==> config.mk <==
export PLATFORM = sky130hd
export DESIGN_NAME = mfun_step
export DESIGN_NICKNAME = d
export VERILOG_FILES = /design/src/rtl/mfun_step.sv
export SDC_FILE = /design/constraint.sdc
export NUM_CORES = 1
export LEC_CHECK = 0
export BUFFER_PORTS_ARGS = -buffer_cell sky130_fd_sc_hd__buf_2
export CAP_MARGIN = 20
export CORE_MARGIN = 2
export CORE_UTILIZATION = 46
export CTS_CLUSTER_DIAMETER = 100
export DETAILED_ROUTE_END_ITERATION = 10
export HOLD_SLACK_MARGIN = 0.08
export PLACE_DENSITY = 0.79
export SLEW_MARGIN = 20
export SYNTH_ARGS = -nofsm -noshare
export SYNTH_HDL_FRONTEND = slang
export SYNTH_SLANG_ARGS = --single-unit
==> constraint.sdc <==
create_clock -name clk -period 1.3 [get_ports clk]
set_clock_uncertainty 0.15 [all_clocks]
set_input_delay 0.39 -clock clk [delete_from_list [all_inputs] [get_ports clk]]
set_output_delay 0.39 -clock clk [all_outputs]
set_load 0.02 [all_outputs]
==> src/rtl/mfun_step.sv <==
// Bit-serial LFSR step engine: loads phase and taps, accumulates feedback parity one bit per cycle,
// then presents the shifted phase, the feedback bit and a one-cycle strobe. Optional macro: MFUN_ZERO_GUARD_EN.
module mfun_step #(
    parameter int WIDTH = 4
) (
    input  logic             clk,
    input  logic             rst_n,
    input  logic [WIDTH-1:0] fase,
    input  logic [WIDTH-1:0] type_f,
    output logic [WIDTH-1:0] fase_new,
    output logic             sum,
    output logic             control
);

    // state  | meaning
    // LOAD   | capture fase/type_f into shadow registers, clear accumulator and index
    // ACC    | fold one tapped phase bit per cycle into the parity accumulator
    // DONE   | publish sum and the shifted phase
    // STROBE | raise control for the following cycle

    localparam int IDX_W = (WIDTH > 2) ? $clog2(WIDTH) : 1;
    localparam logic [IDX_W-1:0] IDX_LAST = IDX_W'(WIDTH - 1);

    typedef enum logic [1:0] {
        LOAD   = 2'd0,
        ACC    = 2'd1,
        DONE   = 2'd2,
        STROBE = 2'd3
    } state_t;

    state_t           state_q, state_d;
    logic [WIDTH-1:0] f_q, f_d;
    logic [WIDTH-1:0] t_q, t_d;
    logic             acc_q, acc_d;
    logic [IDX_W-1:0] idx_q, idx_d;
    logic [WIDTH-1:0] fase_new_q, fase_new_d;
    logic             sum_q, sum_d;
    logic             control_q, control_d;

    always_ff @(posedge clk) begin
        if (!rst_n) begin
            state_q    <= LOAD;
            f_q        <= '0;
            t_q        <= '0;
            acc_q      <= 1'b0;
            idx_q      <= '0;
            fase_new_q <= '0;
            sum_q      <= 1'b0;
            control_q  <= 1'b0;
        end else begin
            state_q    <= state_d;
            f_q        <= f_d;
            t_q        <= t_d;
            acc_q      <= acc_d;
            idx_q      <= idx_d;
            fase_new_q <= fase_new_d;
            sum_q      <= sum_d;
            control_q  <= control_d;
        end
    end

    always_comb begin
        state_d    = state_q;
        f_d        = f_q;
        t_d        = t_q;
        acc_d      = acc_q;
        idx_d      = idx_q;
        fase_new_d = fase_new_q;
        sum_d      = sum_q;
        control_d  = 1'b0;

        case (state_q)
            LOAD: begin
`ifdef MFUN_ZERO_GUARD_EN
                // Seed the LSB so an all-zero phase cannot lock the sequence.
                f_d = (fase == '0) ? WIDTH'(1) : fase;
`else
                f_d = fase;
`endif
                t_d     = type_f;
                acc_d   = 1'b0;
                idx_d   = '0;
                state_d = ACC;
            end
            ACC: begin
                acc_d = acc_q ^ (f_q[idx_q] & t_q[idx_q]);
                if (idx_q == IDX_LAST) begin
                    state_d = DONE;
                end else begin
                    idx_d = idx_q + IDX_W'(1);
                end
            end
            DONE: begin
                sum_d      = acc_q;
                fase_new_d = {f_q[WIDTH-2:0], acc_q};
                state_d    = STROBE;
            end
            STROBE: begin
                // Registered, so control is visible the cycle after STROBE, once outputs have settled.
                control_d = 1'b1;
                state_d   = LOAD;
            end
            default: begin
                state_d = LOAD;
            end
        endcase
    end

    assign fase_new = fase_new_q;
    assign sum      = sum_q;
    assign control  = control_q;

endmodule

**Yosys cells after proc, flatten, opt, wreduce, memory -nomap -nowiden**

Cells that the tools add are included.

- Flip-flop bits (word level): 19
- Bits in latches: 0
- Memory bits (writable): 0
- Memory bits (read-only): 0
- Bits of input ports: 10
- Output and inout port bits: 6
- Logic and storage cells: 31
- Memories kept: 0

- $add $sub $neg: 1
- $mul: 0
- Div/mod/pow operators: 0
- Order comparisons: 1
- Eq/ne operators: 6
- Shifts and indexed selects: 0
- Muxes and demuxes: 10
- Bitwise gates (word level): 2
- Reductions and logical operators: 3

Operators with widths:

| operator | count |
|---|---|
| $pmux W2 S4 | 1 |
| $eq A2 B2 Y1 const B | 3 |
| $bmux W1 S2 | 2 |
| $mux W2 | 2 |
| $ne A2 B2 Y1 const B | 2 |
| $pmux W2 S2 | 1 |
| $lt A2 B3 Y1 const B | 1 |
| $mux W1 | 3 |
| $add A2 B1 Y2 const B | 1 |
| $eq A2 B1 Y1 const B | 1 |
| $logic_not A2 Y1 | 1 |
| $pmux W1 S2 | 1 |
| $reduce_and A2 Y1 | 1 |
| $reduce_bool A2 Y1 | 1 |
| $and A1 B1 Y1 | 1 |
| $xor A1 B1 Y1 | 1 |

**Depth between registers and ports, before layout**

- Depth after elaboration: 5
- Gate-level depth with buffers: 7
- Depth with buffers taken out: 6

**Worst setup path after synthesis**

OpenSTA, ideal clock, no wires.

- Path type: reg2reg
- Start: register state_q[0]
- End: register idx_q[1]
- Library setup time: 0.059 ns
- Arrival: 1.204 ns
- Data required time: 1.091 ns
- Slack: -0.114 ns
- Cell stages (with the launch flop): 8
- Path buffers: 1
- Period minus slack after synthesis: 1.414 ns
- Cell sequence: dfxtp_1 > inv_1 > ha_1 > buf_4 > nor2_1 > a21oi_1 > o22ai_1 > and2_1

- Longest elaborated chain between the ends: 3
- Elaborated cells on any way between the ends: 6
- Classes of those cells: eq/ne (2); mux (1); reduce/logical (3)

Ends and longest elaborated chain:

| item | RTL line | RTL |
|---|---|---|
| from (decl) | 31 | `state_t state_q, state_d;` |
| from (signal assigned) | 51 | `state_q <= state_d;` |
| $eq A2 B1 Y1 or $logic_not A2 Y1 (tied branches) | 72 | `case (state_q)` |
| $ne A2 B2 Y1 (no source line) or $reduce_bool A2 Y1 (tied branches) | n/a |  |
| $reduce_and A2 Y1 (no source line) | n/a |  |
| to (signal assigned) | 55 | `idx_q <= idx_d;` |
| to (decl) | 35 | `logic [IDX_W-1:0] idx_q, idx_d;` |

Parallel ways exist; a longest one is shown, timed or not.
A chain may end at the register's enable or synchronous reset.

**Worst setup path in the final report**

- Start: register idx_q[1]
- End: register acc_q

- Longest elaborated chain between the ends: 5
- Elaborated cells on any way between the ends: 7
- Classes of those cells: mux (5); bitwise (2)

Ends and longest elaborated chain:

| item | RTL line | RTL |
|---|---|---|
| $bmux W1 S2 | 86 | `acc_d = acc_q ^ (f_q[idx_q] & t_q[idx_q]);` |
| $mux W1 (implied by the code) | 86 |  |
| $and A1 B1 Y1 (*) | 86 |  |
| $xor A1 B1 Y1 (*) | 86 |  |
| $pmux W1 S2 (*) | 72 |  |
| to (signal assigned) | 45 | `acc_q <= 1'b0;` |
| to (signal assigned) | 54 | `acc_q <= acc_d;` |
| to (decl) | 34 | `logic acc_q, acc_d;` |

Every way passes the cells marked *; elsewhere a longest branch is shown, timed or not. The select of a mux whose other input is x is not followed.

==> impl_metrics.yaml <==
clock_network:
  cts_tree: "done"
  clk_pin_slew_ps: 100
  htreeDepth: 1
  ctsLongestPathBuffers: 2
  insertion_delay_ps: 290
  hold_buffers: 0
  cts-root-buf: "clkbuf_4"
  cts_sinks: 18
  cts_made_buffers: 3
cells_and_area:
  diodes: 0
  postLayoutCoreUtil_pct: 66.6
  nNetsFinal: 119
  synthToLayoutAreaGrowth_pct: 38.3
  drive_gt1_share_pct: 47.6
  fillCellCount: 143
critical_path:
  cp-end-kind: "flop"
  r2r-start: "idx_q[1]"
  cp.required_ps: 1340
  setup.worst_path.start: "idx_q[1]"
  crit_fanout: 2
  worst-setup-path-type: "reg2reg"
  cp-start-kind: "flop"
  cp.arrival_ps: 1390
floorplanning:
  core_area_mm2: 0.00169
  pin_count: 16
  die_area_mm2: 0.00212
  die_x_um: 46.0
  fp.dieH_um: 46.0
  num_rows: 15
  start_util_pct: 48.1
sta:
  setup_ws_ps: -52.5
  slew_headroom_pct: 81.4
  slew_viol_final: 0
  grt_setup_unrepaired: "yes"
  hold_ws_ps: 199
  hold_viol: 0
  setup_viol: 4
  post-route-min-period_ps: 1350
  clock.fmax_mhz: 739
  finalCritPeriodShare_pct: 104
  worst_pin_slew_ps: 278
job:
  max-cap-violations: 0
power:
  p_leak_nw: 0.497
  peakVddDrop_mv: 1.40
  cellPowerDensity_mw_per_mm2: 2070
route:
  drc: 0
  wire_per_inst_um: 12.0
  vias: 599
  totalWireLength_um: 1440
  ant_nets: 0
  drt_iter0_markers: 6
  via_per_inst: 4.99
  dr.pass1.iters: 4
synth:
  synth_seq_cells: 18
  synth_seq_area_share_pct: 44.3
  syn_area_per_cell_um2: 10.4
  synth_area_um2: 813
  ys.warnings.count: 0
  synthDistinctLibCells: 20
  syn_inst: 78
  syn_nets: 93
global_route:
  grt.total_usage_pct: 16.1
  grt_pass1_vias: 563
  grt_pass1_wl_um: 2360
  grt_max_degree: 21
  gr-total-overflow: 0
  antenna_found_initial: 0
placement:
  place.gp.congestion: 0.752
  dpl.hpwl_um: 1040
  portBuffers: 15
outcome:
  status: "complete, but fails checks"
  violations: "setup timing"
worst_hold_path:
  hp-start: "fase[2]"
  min_path_type: "in2reg"
## critical path: stages (launching register included)
cell and delay, ps:
dfxtp_2 340, inv_2 60, mux4_2 520, nand4_1 100
o211ai_2 80
## layout make-up
cell class	count	area [µm²]	area share, %
repair buffers	26	208	18.5
inverters	4	20.0	1.78
multi-input cells	51	467	41.5
flip-flops and latches	18	373	33.1
well taps	17	21.3	1.89
clock buffers	4	36.3	3.23
## registers in the layout, indices dropped and copies added, names as in the netlist
register and cells:
f_q 4, fase_new 4, t_q 4, idx_q 2
state_q 2, acc_q 1, control 1
## synth_stat cells (all sizes together)
library cell  count  area, µm²
nand2b            1       6.26
nand2             5       18.8
buf               3       20.0
a21oi             1       5.00
mux2i            14        140
o22ai             1       6.26
inv               4       15.0
nor2              2       7.51
nand3b            1       7.51
nand4             1       6.26
o211a             1       10.0
dfxtp            18        360
mux4              1       22.5
clkbuf            2       7.51
nor2b            13       81.3
nand3             1       5.00
and2              3       18.8
o211ai            1       12.5
ha                5       62.6
## metrics by stage
stage	setup WS (ps)	setup TNS, ps	instances	power, W	area (µm²)
2_1_floorplan	-11.2	-18.5	78	0.00152	847
3_3_place_gp	-31.9	-125	114	0.00181	988
3_5_place_dp	-96.2	-446	114	0.00185	988
4_1_cts	-55.5	-132	120	0.00230	1110
5_1_grt	-99.8	-429	120	0.00249	1120
6_report	-52.5	-87.7	120	0.00233	1120
## what timing repair did
action                                  4_1_cts  5_1_grt
gates resized for setup                      23        3
hold endpoints to repair                      0        0
endpoints found under the setup margin       15       12
setup buffers                                 2        0
## report_power, final
group          switching [W]  internal (W)  leakage [nW]
logic               0.000514      0.000674         0.325
clock network       0.000170      0.000171        0.0210
registers           0.000103      0.000694         0.151
## final timing paths
kind	end	slack, ps	depth (start not counted)
max	acc_q	-50	4
min	f_q[2]	200	3
max reg2reg	acc_q	-50	4
min reg2reg	fase_new[1]	380	2
## layout by cell type (no fill, tap or decap), types with 2 or more instances in the layout
cell,instances
mux2i_1,14
nor2b_1,13
dfxtp_1,10
buf_4,10
buf_2,9
dfxtp_2,7
buf_6,6
nand2_1,5
and2_1,3
ha_4,3
clkbuf_4,3
inv_4,2
ha_1,2
## routing by layer
| layer | vias up | GRT usage, % | routed length, µm |
|---|---|---|---|
| met1 | 277 | 17.9 | 602 |
| li1 | 307 | - | - |
| met4 | 0 | 5.14 | 10 |
| met2 | 13 | 28.1 | 763 |
| met3 | 2 | 5.95 | 62 |
| met5 | - | 0 | 0 |
## logic make-up after synthesis
family                     synth area share [%]
and+or+nand+nor                            18.6
muxes                                      20.0
adders and majority gates                  7.69
AOI/OAI and AO/OA                          4.15
DFF                                        44.3
buffers and inverters                      5.23
Power figures use the tool's default switching activity.
